==> src/rtl/mbc1_bus_sched_if.sv <==
// Bundle of requester handshakes, cartridge bus pins and shadow-register outputs
// for mbc1_bus_sched; master = requesters/cartridge side, slave = scheduler.
interface mbc1_bus_sched_if;
    logic        req0;
    logic        we0;
    logic [15:0] addr0;
    logic [7:0]  wdata0;
    logic        gnt0;
    logic        done0;

    logic        req1;
    logic        we1;
    logic [15:0] addr1;
    logic [7:0]  wdata1;
    logic        gnt1;
    logic        done1;

    logic [7:0]  rdata;

    logic [15:0] cart_a;
    logic [7:0]  cart_dout;
    logic        cart_doe;
    logic [7:0]  cart_din;
    logic        cart_rd_n;
    logic        cart_wr_n;
    logic        cart_cs_n;

    logic        sh_ramen;
    logic [4:0]  sh_bank1;
    logic [1:0]  sh_bank2;
    logic        sh_mode;
    logic        busy;

    modport master (
        output req0, we0, addr0, wdata0,
        output req1, we1, addr1, wdata1,
        output cart_din,
        input  gnt0, done0, gnt1, done1, rdata,
        input  cart_a, cart_dout, cart_doe, cart_rd_n, cart_wr_n, cart_cs_n,
        input  sh_ramen, sh_bank1, sh_bank2, sh_mode, busy
    );

    modport slave (
        input  req0, we0, addr0, wdata0,
        input  req1, we1, addr1, wdata1,
        input  cart_din,
        output gnt0, done0, gnt1, done1, rdata,
        output cart_a, cart_dout, cart_doe, cart_rd_n, cart_wr_n, cart_cs_n,
        output sh_ramen, sh_bank1, sh_bank2, sh_mode, busy
    );
endinterface

==> src/rtl/mbc1_bus_sched.sv <==
// Two-port cartridge bus scheduler with SETUP/STROBE/HOLD sequencing and MBC1 shadow registers.
// Define MBC1_RR_ARB_EN for round-robin tie-break; default build uses fixed priority (port 0).
module mbc1_bus_sched #(
    parameter int STROBE_CYCLES = 2
) (
    input logic             ck,
    input logic             nres,
    mbc1_bus_sched_if.slave bus
);

    localparam logic [1:0] ST_IDLE   = 2'd0;
    localparam logic [1:0] ST_SETUP  = 2'd1;
    localparam logic [1:0] ST_STROBE = 2'd2;
    localparam logic [1:0] ST_HOLD   = 2'd3;

    localparam logic [3:0] LP_STROBE_LAST = 4'(STROBE_CYCLES - 1);

    logic [1:0]  r_state;
    logic [3:0]  r_cnt;
    logic        r_port;
    logic        r_we;
    logic        r_blocked;
    logic        r_blk_pend;
    logic        r_last_grant;

    logic        r_gnt0;
    logic        r_gnt1;
    logic        r_done0;
    logic        r_done1;
    logic [7:0]  r_rdata;

    logic [15:0] r_cart_a;
    logic [7:0]  r_cart_dout;
    logic        r_cart_doe;
    logic        r_rd_n;
    logic        r_wr_n;
    logic        r_cs_n;

    logic        r_sh_ramen;
    logic [4:0]  r_sh_bank1;
    logic [1:0]  r_sh_bank2;
    logic        r_sh_mode;

    logic        w_any_req;
    logic        w_pick1;
    logic [15:0] w_win_addr;
    logic        w_win_we;
    logic [7:0]  w_win_wdata;
    logic        w_win_ram;
    logic        w_win_blocked;

    // Winner selection; only the tie-break differs between the two builds.
    always_comb begin
        w_any_req = bus.req0 | bus.req1;
`ifdef MBC1_RR_ARB_EN
        w_pick1   = bus.req1 & (~bus.req0 | ~r_last_grant);
`else
        w_pick1   = bus.req1 & ~bus.req0;
`endif
        w_win_addr    = w_pick1 ? bus.addr1  : bus.addr0;
        w_win_we      = w_pick1 ? bus.we1    : bus.we0;
        w_win_wdata   = w_pick1 ? bus.wdata1 : bus.wdata0;
        w_win_ram     = (w_win_addr[15:13] == 3'b101);
        w_win_blocked = w_win_ram & ~r_sh_ramen;
    end

    // cart_a and cart_dout double as the latched address/data of the current access.
    always_ff @(posedge ck) begin
        if (!nres) begin
            r_state      <= ST_IDLE;
            r_cnt        <= 4'd0;
            r_port       <= 1'b0;
            r_we         <= 1'b0;
            r_blocked    <= 1'b0;
            r_blk_pend   <= 1'b0;
            r_last_grant <= 1'b1;
            r_gnt0       <= 1'b0;
            r_gnt1       <= 1'b0;
            r_done0      <= 1'b0;
            r_done1      <= 1'b0;
            r_rdata      <= 8'h00;
            r_cart_a     <= 16'h0000;
            r_cart_dout  <= 8'h00;
            r_cart_doe   <= 1'b0;
            r_rd_n       <= 1'b1;
            r_wr_n       <= 1'b1;
            r_cs_n       <= 1'b1;
            r_sh_ramen   <= 1'b0;
            r_sh_bank1   <= 5'd0;
            r_sh_bank2   <= 2'd0;
            r_sh_mode    <= 1'b0;
        end else begin
            r_gnt0  <= 1'b0;
            r_gnt1  <= 1'b0;
            r_done0 <= 1'b0;
            r_done1 <= 1'b0;
            case (r_state)
                ST_IDLE: begin
                    if (w_any_req) begin
                        r_port       <= w_pick1;
                        r_last_grant <= w_pick1;
                        r_we         <= w_win_we;
                        r_gnt0       <= ~w_pick1;
                        r_gnt1       <= w_pick1;
                        r_cart_a     <= w_win_addr;
                        r_cart_dout  <= w_win_wdata;
                        if (w_win_blocked) begin
                            r_state    <= ST_HOLD;
                            r_blocked  <= 1'b1;
                            r_blk_pend <= 1'b1;
                        end else begin
                            r_state    <= ST_SETUP;
                            r_blocked  <= 1'b0;
                            r_cart_doe <= w_win_we;
                            r_cs_n     <= ~w_win_ram;
                        end
                    end
                end
                ST_SETUP: begin
                    r_rd_n  <= r_we;
                    r_wr_n  <= ~r_we;
                    r_cnt   <= LP_STROBE_LAST;
                    r_state <= ST_STROBE;
                end
                ST_STROBE: begin
                    if (r_cnt == 4'd0) begin
                        r_rd_n  <= 1'b1;
                        r_wr_n  <= 1'b1;
                        r_done0 <= ~r_port;
                        r_done1 <= r_port;
                        if (!r_we) begin
                            r_rdata <= bus.cart_din;
                        end
                        r_state <= ST_HOLD;
                    end else begin
                        r_cnt <= r_cnt - 4'd1;
                    end
                end
                ST_HOLD: begin
                    // A blocked access spends an extra HOLD cycle so its done lands one cycle after gnt.
                    if (r_blk_pend) begin
                        r_blk_pend <= 1'b0;
                        r_done0    <= ~r_port;
                        r_done1    <= r_port;
                        if (!r_we) begin
                            r_rdata <= 8'hFF;
                        end
                    end else begin
                        r_state    <= ST_IDLE;
                        r_cs_n     <= 1'b1;
                        r_cart_doe <= 1'b0;
                        if (r_we && !r_blocked) begin
                            case (r_cart_a[15:13])
                                3'b000:  r_sh_ramen <= (r_cart_dout[3:0] == 4'hA);
                                3'b001:  r_sh_bank1 <= r_cart_dout[4:0];
                                3'b010:  r_sh_bank2 <= r_cart_dout[1:0];
                                3'b011:  r_sh_mode  <= r_cart_dout[0];
                                default: ;
                            endcase
                        end
                    end
                end
                default: r_state <= ST_IDLE;
            endcase
        end
    end

    assign bus.gnt0      = r_gnt0;
    assign bus.gnt1      = r_gnt1;
    assign bus.done0     = r_done0;
    assign bus.done1     = r_done1;
    assign bus.rdata     = r_rdata;
    assign bus.cart_a    = r_cart_a;
    assign bus.cart_dout = r_cart_dout;
    assign bus.cart_doe  = r_cart_doe;
    assign bus.cart_rd_n = r_rd_n;
    assign bus.cart_wr_n = r_wr_n;
    assign bus.cart_cs_n = r_cs_n;
    assign bus.sh_ramen  = r_sh_ramen;
    assign bus.sh_bank1  = r_sh_bank1;
    assign bus.sh_bank2  = r_sh_bank2;
    assign bus.sh_mode   = r_sh_mode;
    assign bus.busy      = (r_state != ST_IDLE);

endmodule
==> src/flat_wrapper.sv <==
// flat-port wrapper written by rule: the top's interface ports become plain ports
module mbc1_bus_sched_flat 
#(
    parameter int STROBE_CYCLES = 2
)
  (ck, nres, bus_req0, bus_we0, bus_addr0, bus_wdata0, bus_req1, bus_we1, bus_addr1, bus_wdata1, bus_cart_din, bus_gnt0, bus_done0, bus_gnt1, bus_done1, bus_rdata, bus_cart_a, bus_cart_dout, bus_cart_doe, bus_cart_rd_n, bus_cart_wr_n, bus_cart_cs_n, bus_sh_ramen, bus_sh_bank1, bus_sh_bank2, bus_sh_mode, bus_busy);
  mbc1_bus_sched_if bus_i ();
  input logic ck;
  input logic nres;
  input wire logic [$bits(bus_i.req0)-1:0] bus_req0;
  input wire logic [$bits(bus_i.we0)-1:0] bus_we0;
  input wire logic [$bits(bus_i.addr0)-1:0] bus_addr0;
  input wire logic [$bits(bus_i.wdata0)-1:0] bus_wdata0;
  input wire logic [$bits(bus_i.req1)-1:0] bus_req1;
  input wire logic [$bits(bus_i.we1)-1:0] bus_we1;
  input wire logic [$bits(bus_i.addr1)-1:0] bus_addr1;
  input wire logic [$bits(bus_i.wdata1)-1:0] bus_wdata1;
  input wire logic [$bits(bus_i.cart_din)-1:0] bus_cart_din;
  output wire logic [$bits(bus_i.gnt0)-1:0] bus_gnt0;
  output wire logic [$bits(bus_i.done0)-1:0] bus_done0;
  output wire logic [$bits(bus_i.gnt1)-1:0] bus_gnt1;
  output wire logic [$bits(bus_i.done1)-1:0] bus_done1;
  output wire logic [$bits(bus_i.rdata)-1:0] bus_rdata;
  output wire logic [$bits(bus_i.cart_a)-1:0] bus_cart_a;
  output wire logic [$bits(bus_i.cart_dout)-1:0] bus_cart_dout;
  output wire logic [$bits(bus_i.cart_doe)-1:0] bus_cart_doe;
  output wire logic [$bits(bus_i.cart_rd_n)-1:0] bus_cart_rd_n;
  output wire logic [$bits(bus_i.cart_wr_n)-1:0] bus_cart_wr_n;
  output wire logic [$bits(bus_i.cart_cs_n)-1:0] bus_cart_cs_n;
  output wire logic [$bits(bus_i.sh_ramen)-1:0] bus_sh_ramen;
  output wire logic [$bits(bus_i.sh_bank1)-1:0] bus_sh_bank1;
  output wire logic [$bits(bus_i.sh_bank2)-1:0] bus_sh_bank2;
  output wire logic [$bits(bus_i.sh_mode)-1:0] bus_sh_mode;
  output wire logic [$bits(bus_i.busy)-1:0] bus_busy;
  assign bus_i.req0 = bus_req0;
  assign bus_i.we0 = bus_we0;
  assign bus_i.addr0 = bus_addr0;
  assign bus_i.wdata0 = bus_wdata0;
  assign bus_i.req1 = bus_req1;
  assign bus_i.we1 = bus_we1;
  assign bus_i.addr1 = bus_addr1;
  assign bus_i.wdata1 = bus_wdata1;
  assign bus_i.cart_din = bus_cart_din;
  assign bus_gnt0 = bus_i.gnt0;
  assign bus_done0 = bus_i.done0;
  assign bus_gnt1 = bus_i.gnt1;
  assign bus_done1 = bus_i.done1;
  assign bus_rdata = bus_i.rdata;
  assign bus_cart_a = bus_i.cart_a;
  assign bus_cart_dout = bus_i.cart_dout;
  assign bus_cart_doe = bus_i.cart_doe;
  assign bus_cart_rd_n = bus_i.cart_rd_n;
  assign bus_cart_wr_n = bus_i.cart_wr_n;
  assign bus_cart_cs_n = bus_i.cart_cs_n;
  assign bus_sh_ramen = bus_i.sh_ramen;
  assign bus_sh_bank1 = bus_i.sh_bank1;
  assign bus_sh_bank2 = bus_i.sh_bank2;
  assign bus_sh_mode = bus_i.sh_mode;
  assign bus_busy = bus_i.busy;
  mbc1_bus_sched #(.STROBE_CYCLES(STROBE_CYCLES)) u_core (.ck(ck), .nres(nres), .bus(bus_i));
endmodule
==> config.mk <==
export PLATFORM = sky130hd
export DESIGN_NAME = mbc1_bus_sched_flat
export DESIGN_NICKNAME = d
export VERILOG_FILES = /design/src/rtl/mbc1_bus_sched_if.sv /design/src/rtl/mbc1_bus_sched.sv /design/src/flat_wrapper.sv
export SDC_FILE = /design/constraint.sdc
export NUM_CORES = 1
export LEC_CHECK = 0
export ABC_AREA = 1
export BUFFER_PORTS_ARGS = -buffer_cell sky130_fd_sc_hd__buf_2
export CORE_MARGIN = 2
export CORE_UTILIZATION = 48
export DETAILED_ROUTE_END_ITERATION = 16
export PLACE_DENSITY = 0.83
export SLEW_MARGIN = 20
export SYNTH_ARGS = -nofsm -noshare
export SYNTH_HDL_FRONTEND = slang
export SYNTH_SLANG_ARGS = --single-unit
==> constraint.sdc <==
create_clock -name ck -period 2.1 [get_ports ck]
set_clock_uncertainty 0.15 [all_clocks]
set_input_delay 0.42 -clock ck [delete_from_list [all_inputs] [get_ports ck]]
set_output_delay 0.42 -clock ck [all_outputs]
set_load 0.02 [all_outputs]
---- After elaboration in Yosys (flattened, before gate mapping) ----
Index checks and enable logic that the tools add are counted.
W data, S select, Z words.
word-level totals
  flip-flop bits (word level) ............. 59
  input bits .............................. 62
  output and inout bits ................... 50
  word-level logic and storage cells ...... 106
cells by class
  $add $sub $neg .......................... 1
  eq/ne operators ......................... 17
  mux-type cells .......................... 36
  bitwise operators ....................... 10
  reductions and logical operators ........ 21
operators by type and width
  operator               number
  $mux W8                5
  $reduce_and A4 Y1      5
  $mux W16               1
  $pmux W8 S2            1
  $mux W1                15
  $pmux W1 S2            7
  $ne A2 B2 Y1 const B   5
  $reduce_and A3 Y1      3
  $mux W2                4
  $ne A2 B1 Y1 const B   4
  $pmux W2 S4            1
  $pmux W4 S2            1
  $reduce_bool A2 Y1     4
  $not A1 Y1             7
  $eq A3 B2 Y1 const B   2
  $reduce_and A2 Y1      3
  $reduce_and A5 Y1      1
  $eq A2 B2 Y1 const B   2
  $eq A4 B4 Y1 const B   1
  $logic_not A4 Y1       1
  $mux W4                1
  $sub A4 B1 Y4 const B  1
  $eq A3 B1 Y1 const B   1
  $eq A3 B3 Y1 const B   1
  7 further kinds        8

---- Depth between registers and ports, before layout ----
  depth after elaboration ................. 8
  mapped depth ............................ 10
  mapped depth without buffers ............ 9

---- Worst setup path before layout ----
OpenSTA, ideal clock, no wires.
  path kind ............................... reg-to-reg
  from .................................... reg u_core.r_state[0]
  to ...................................... reg u_core.r_cart_a[11], in the netlist u_core.bus.cart_a[11]
  setup time .............................. 0.120 ns
  arrival time ............................ 1.380 ns
  data required time ...................... 1.830 ns
  path slack .............................. 0.451 ns
  cell stages (with the launch flop) ...... 9
  buffers on the path ..................... 2
  period minus slack after synthesis ...... 1.649 ns
  cells stage by stage .................... dfxtp_1 inv_1 ha_1 inv_1 nor2_2 buf_4 buf_6 o21ai_0 a21oi_1
between the ends
  cells in the longest elaborated chain, start to end .. 2
RTL lines
  element                      RTL line               RTL
  from (decl)                  mbc1_bus_sched.sv:18   logic [1:0] r_state;
  from (signal assigned)       mbc1_bus_sched.sv:70   r_state <= ST_IDLE;
  from (signal assigned)       mbc1_bus_sched.sv:108  r_state <= ST_HOLD;
  from (signal assigned)       mbc1_bus_sched.sv:112  r_state <= ST_SETUP;
  $logic_not A2 Y1             mbc1_bus_sched.sv:97   case (r_state)
  $reduce_and A2 Y1 (no line)  -
  to (signal assigned)         mbc1_bus_sched.sv:105  r_cart_a <= w_win_addr;
  to (decl)                    mbc1_bus_sched.sv:32   logic [15:0] r_cart_a;
Every way passes these cells.
A chain may end at the register's enable or synchronous reset.

---- Final worst setup path ----
  from .................................... reg u_core.r_state[0]
  to ...................................... out bus_busy
between the ends
  cells in the longest elaborated chain, start to end .. 1
RTL lines
  element             RTL line               RTL
  $reduce_bool A2 Y1  mbc1_bus_sched.sv:183  assign bus.busy = (r_state != ST_IDLE);
  to (decl)           flat_wrapper.sv:34     output wire logic [$bits(bus_i.busy)-1:0] bus_busy;
Every way passes these cells.

==> results.yml <==
outcome:
  status: "finished, final reports clean"
cts:
  clk_latency_ps: 340
  cts-buffers-inserted: 9
  cts_hold_buf: 0
  cts.sinks: 59
  cts_setup_buffers: 0
  ctsResizeCount: 0
  clk_pin_slew_ps: 70
  cts.path.max_buffers: 2
  cts-htree-levels: 3
  cts_tree: "yes"
  root_buffer: "clkbuf_8"
floorplanning:
  pin_count: 112
  die_h_um: 78.8
  die_area_mm2: 0.00620
  die_w_um: 78.8
  rows: 27
  start_util_pct: 49.3
  core_mm2: 0.00544
layout:
  finalInstanceArea_mm2: 0.00345
  syn_to_final_growth_pct: 28.7
  fin_nets: 528
  multiInputGateArea_mm2: 0.00128
  seqCellArea_mm2: 0.00118
  fill_cells: 509
  drive_above_1_share_pct: 33.0
  n_antenna_cell: 0
sta:
  rsz0062_at_grt: "false"
  period_share_pct: 91.3
  report.final.slew_viol_count: 0
  timing.setup.tns_ps: 0
  slew_headroom_pct: 73.1
  worst_pin_slew_ps: 402
  finalHoldViolations: 0
  setup-violations-final: 0
  fmaxAchievable_mhz: 521
  final.min_clock_period_ps: 1920
power_and_ir_drop:
  p_switching_mw: 2.00
  pwr-share-comb_pct: 44.6
  power.density_mw_per_mm2: 1350
  p_int_mw: 2.68
  pwr-share-seq_pct: 35.4
  leakage_nw: 1.74
  vdd_drop_max_v: 0.000792
  switching_share_pct: 42.8
  pwr-share-clk_pct: 20.0
placement:
  place_congestion: 0.875
  numPortBuffers: 111
  place_area_mm2: 0.00327
  dp_hpwl_um: 5100
synth:
  synth_cell_type_count: 35
  seq_area_frac_synth_pct: 44.0
  synth_area_leaders: "dfxtp_1 44%, a21oi_1 11%, nand2_1 8.0%"
  ys_seq_elements: 59
  syn_nets: 416
  synth_warnings: 0
  synth-async-reset-ratio_pct: 0
  synth.most_common_cell: "a21oi_1"
  ys.flop_type: "dfxtp_1"
  syn_area_mm2: 0.00268
  synth_top_cells_by_count: "61 x a21oi_1, 59 x dfxtp_1, 57 x nand2_1"
  synth_cells: 347
  synth_top_cell_by_area: "dfxtp_1"
  netlist.area_leader.share_pct: 44.0
  syn_avg_cell_area_um2: 7.73
  synth_edf_count: 0
grt:
  grt_usage_pct: 22.6
  grt_max_degree: 30
  grt_pass1_vias: 2589
  grt_overflow: 0
  grt_pass1_wl_um: 11100
  antenna_found_initial: 0
critical_path:
  criticalPathCategory: "reg2out"
  cp_slowest_cell: "dfxtp_1"
  cp.required_ps: 1530
  critPathLaunchType: "flop"
  rrSetupSlack_ps: 220
  worstPathMaxFanout: 4
  crit_top_cell: "inv_1"
  end_kind: "primary output"
  slowest_delay_ps: 360
  crit_chain: "inv_1 -> ha_1 -> inv_1 -> buf_2"
  worstPathArrival_ps: 1350
run:
  drv_cap: 0
detailed_routing:
  via_per_inst: 5.16
  dr.pass1.iters: 4
  wire_per_inst_um: 12.9
  vias: 2766
  drtIter0Drc: 79
  finalWirelength_um: 6900
  antenna_left: 0
  drc: 0
min_path:
  hold_class: "in2reg"
[cell usage in the layout (no fill, tap or decap), types with 2 or more instances in the layout]
master	count
nand4_1	2
a31oi_1	3
a211oi_1	3
nand3_1	14
buf_2	111
xor2_1	2
nor2_1	19
a221oi_1	2
ha_1	7
o21ai_0	22
o21ai_1	12
nand2_2	5
dfxtp_1	59
nor3_1	7
clkinvlp_4	2
o21bai_1	8
nand4_2	2
inv_2	5
a21oi_1	61
nor2_2	4
buf_4	7
inv_1	25
clkinv_2	2
nand2_1	57
clkbuf_8	11
[sequential cells by signal (all words and copies together), names as in the netlist, 2 cells and up]
register and count:
u_core.bus.rdata 8, u_core.bus.sh_bank2 2, u_core.bus.cart_dout 8, u_core.r_cnt 4, u_core.r_state 2, u_core.bus.sh_bank1 5
u_core.bus.cart_a 16
[path summary, 6_finish.rpt]
kind / cells after the start / startpoint / to
worst min register to register: 2 / u_core.bus.sh_mode / u_core.bus.sh_mode
worst min-delay path: 3 / bus_wdata0[4] / u_core.bus.cart_dout[4]
worst max-delay path: 4 / u_core.r_state[0] / bus_busy
worst max register to register: 6 / u_core.r_state[1] / u_core.bus.cart_dout[1]
[cell type report]
| type | instances | share of cell area [%] |
|---|---|---|
| clock buffers | 12 | 4.49 |
| inverters | 31 | 3.37 |
| multi-input cells | 240 | 37.0 |
| clock inverters | 4 | 0.725 |
| repair buffers | 118 | 17.6 |
| flip-flops and latches | 59 | 34.2 |
| well taps | 72 | 2.61 |
[worst max-delay path: cells and delay by family (launching register included)]
kind | cells | cell delay (ps)
buffers and inverters | 3 | 380
flip-flops | 1 | 360
adder cells (fa/ha/maj) | 1 | 270
[metrics by stage]
| stage | hold WS (ps) | std cells | util [%] | worst slack, ps | power (mW) |
|---|---|---|---|---|---|
| 6_report | 177 | 536 | 63.5 | 182 | 4.68 |
| 5_1_grt | 164 | 536 | 63.5 | 67.7 | 5.02 |
| 4_1_cts | 164 | 536 | 63.5 | 170 | 4.70 |
| 3_5_place_dp | 284 | 520 | 60.2 | 225 | 3.75 |
| 3_3_place_gp | 280 | 520 | 60.2 | 333 | 3.69 |
| 2_1_floorplan | 264 | 347 | - | 451 | 3.21 |
[per-layer routing]
metal  vias to the layer above  track usage (%)  part of all wire (%)
li1                       1398                -                     -
met1                      1244             25.3                    41
met2                       109             38.5                    48
met3                        15             8.98                   9.1
met4                         0             8.95                   2.1
met5                         -                0                     0
[power by group through the flow]
| stage | registers (mW) | logic (mW) | clock network (mW) |
|---|---|---|---|
| finish | 1.65 | 2.09 | 0.935 |
| global route | 1.68 | 2.34 | 0.997 |
| global placement | 1.66 | 2.03 | 0 |
| floorplan | 1.95 | 1.26 | 0 |
| CTS | 1.65 | 2.10 | 0.955 |
| detailed placement | 1.66 | 2.09 | 0 |
[logic make-up after synthesis]
| kind of cell | count (synthesis) | synth area share [%] |
|---|---|---|
| xor gates and xnor gates | 2 | 0.653 |
| and+or+nand+nor | 116 | 20.3 |
| adders and majority gates | 7 | 3.26 |
| AOI/OAI and AO/OA | 115 | 23.4 |
| buffers and inverters | 48 | 8.40 |
| DFF | 59 | 44.0 |
Power figures use the tool's default switching activity.
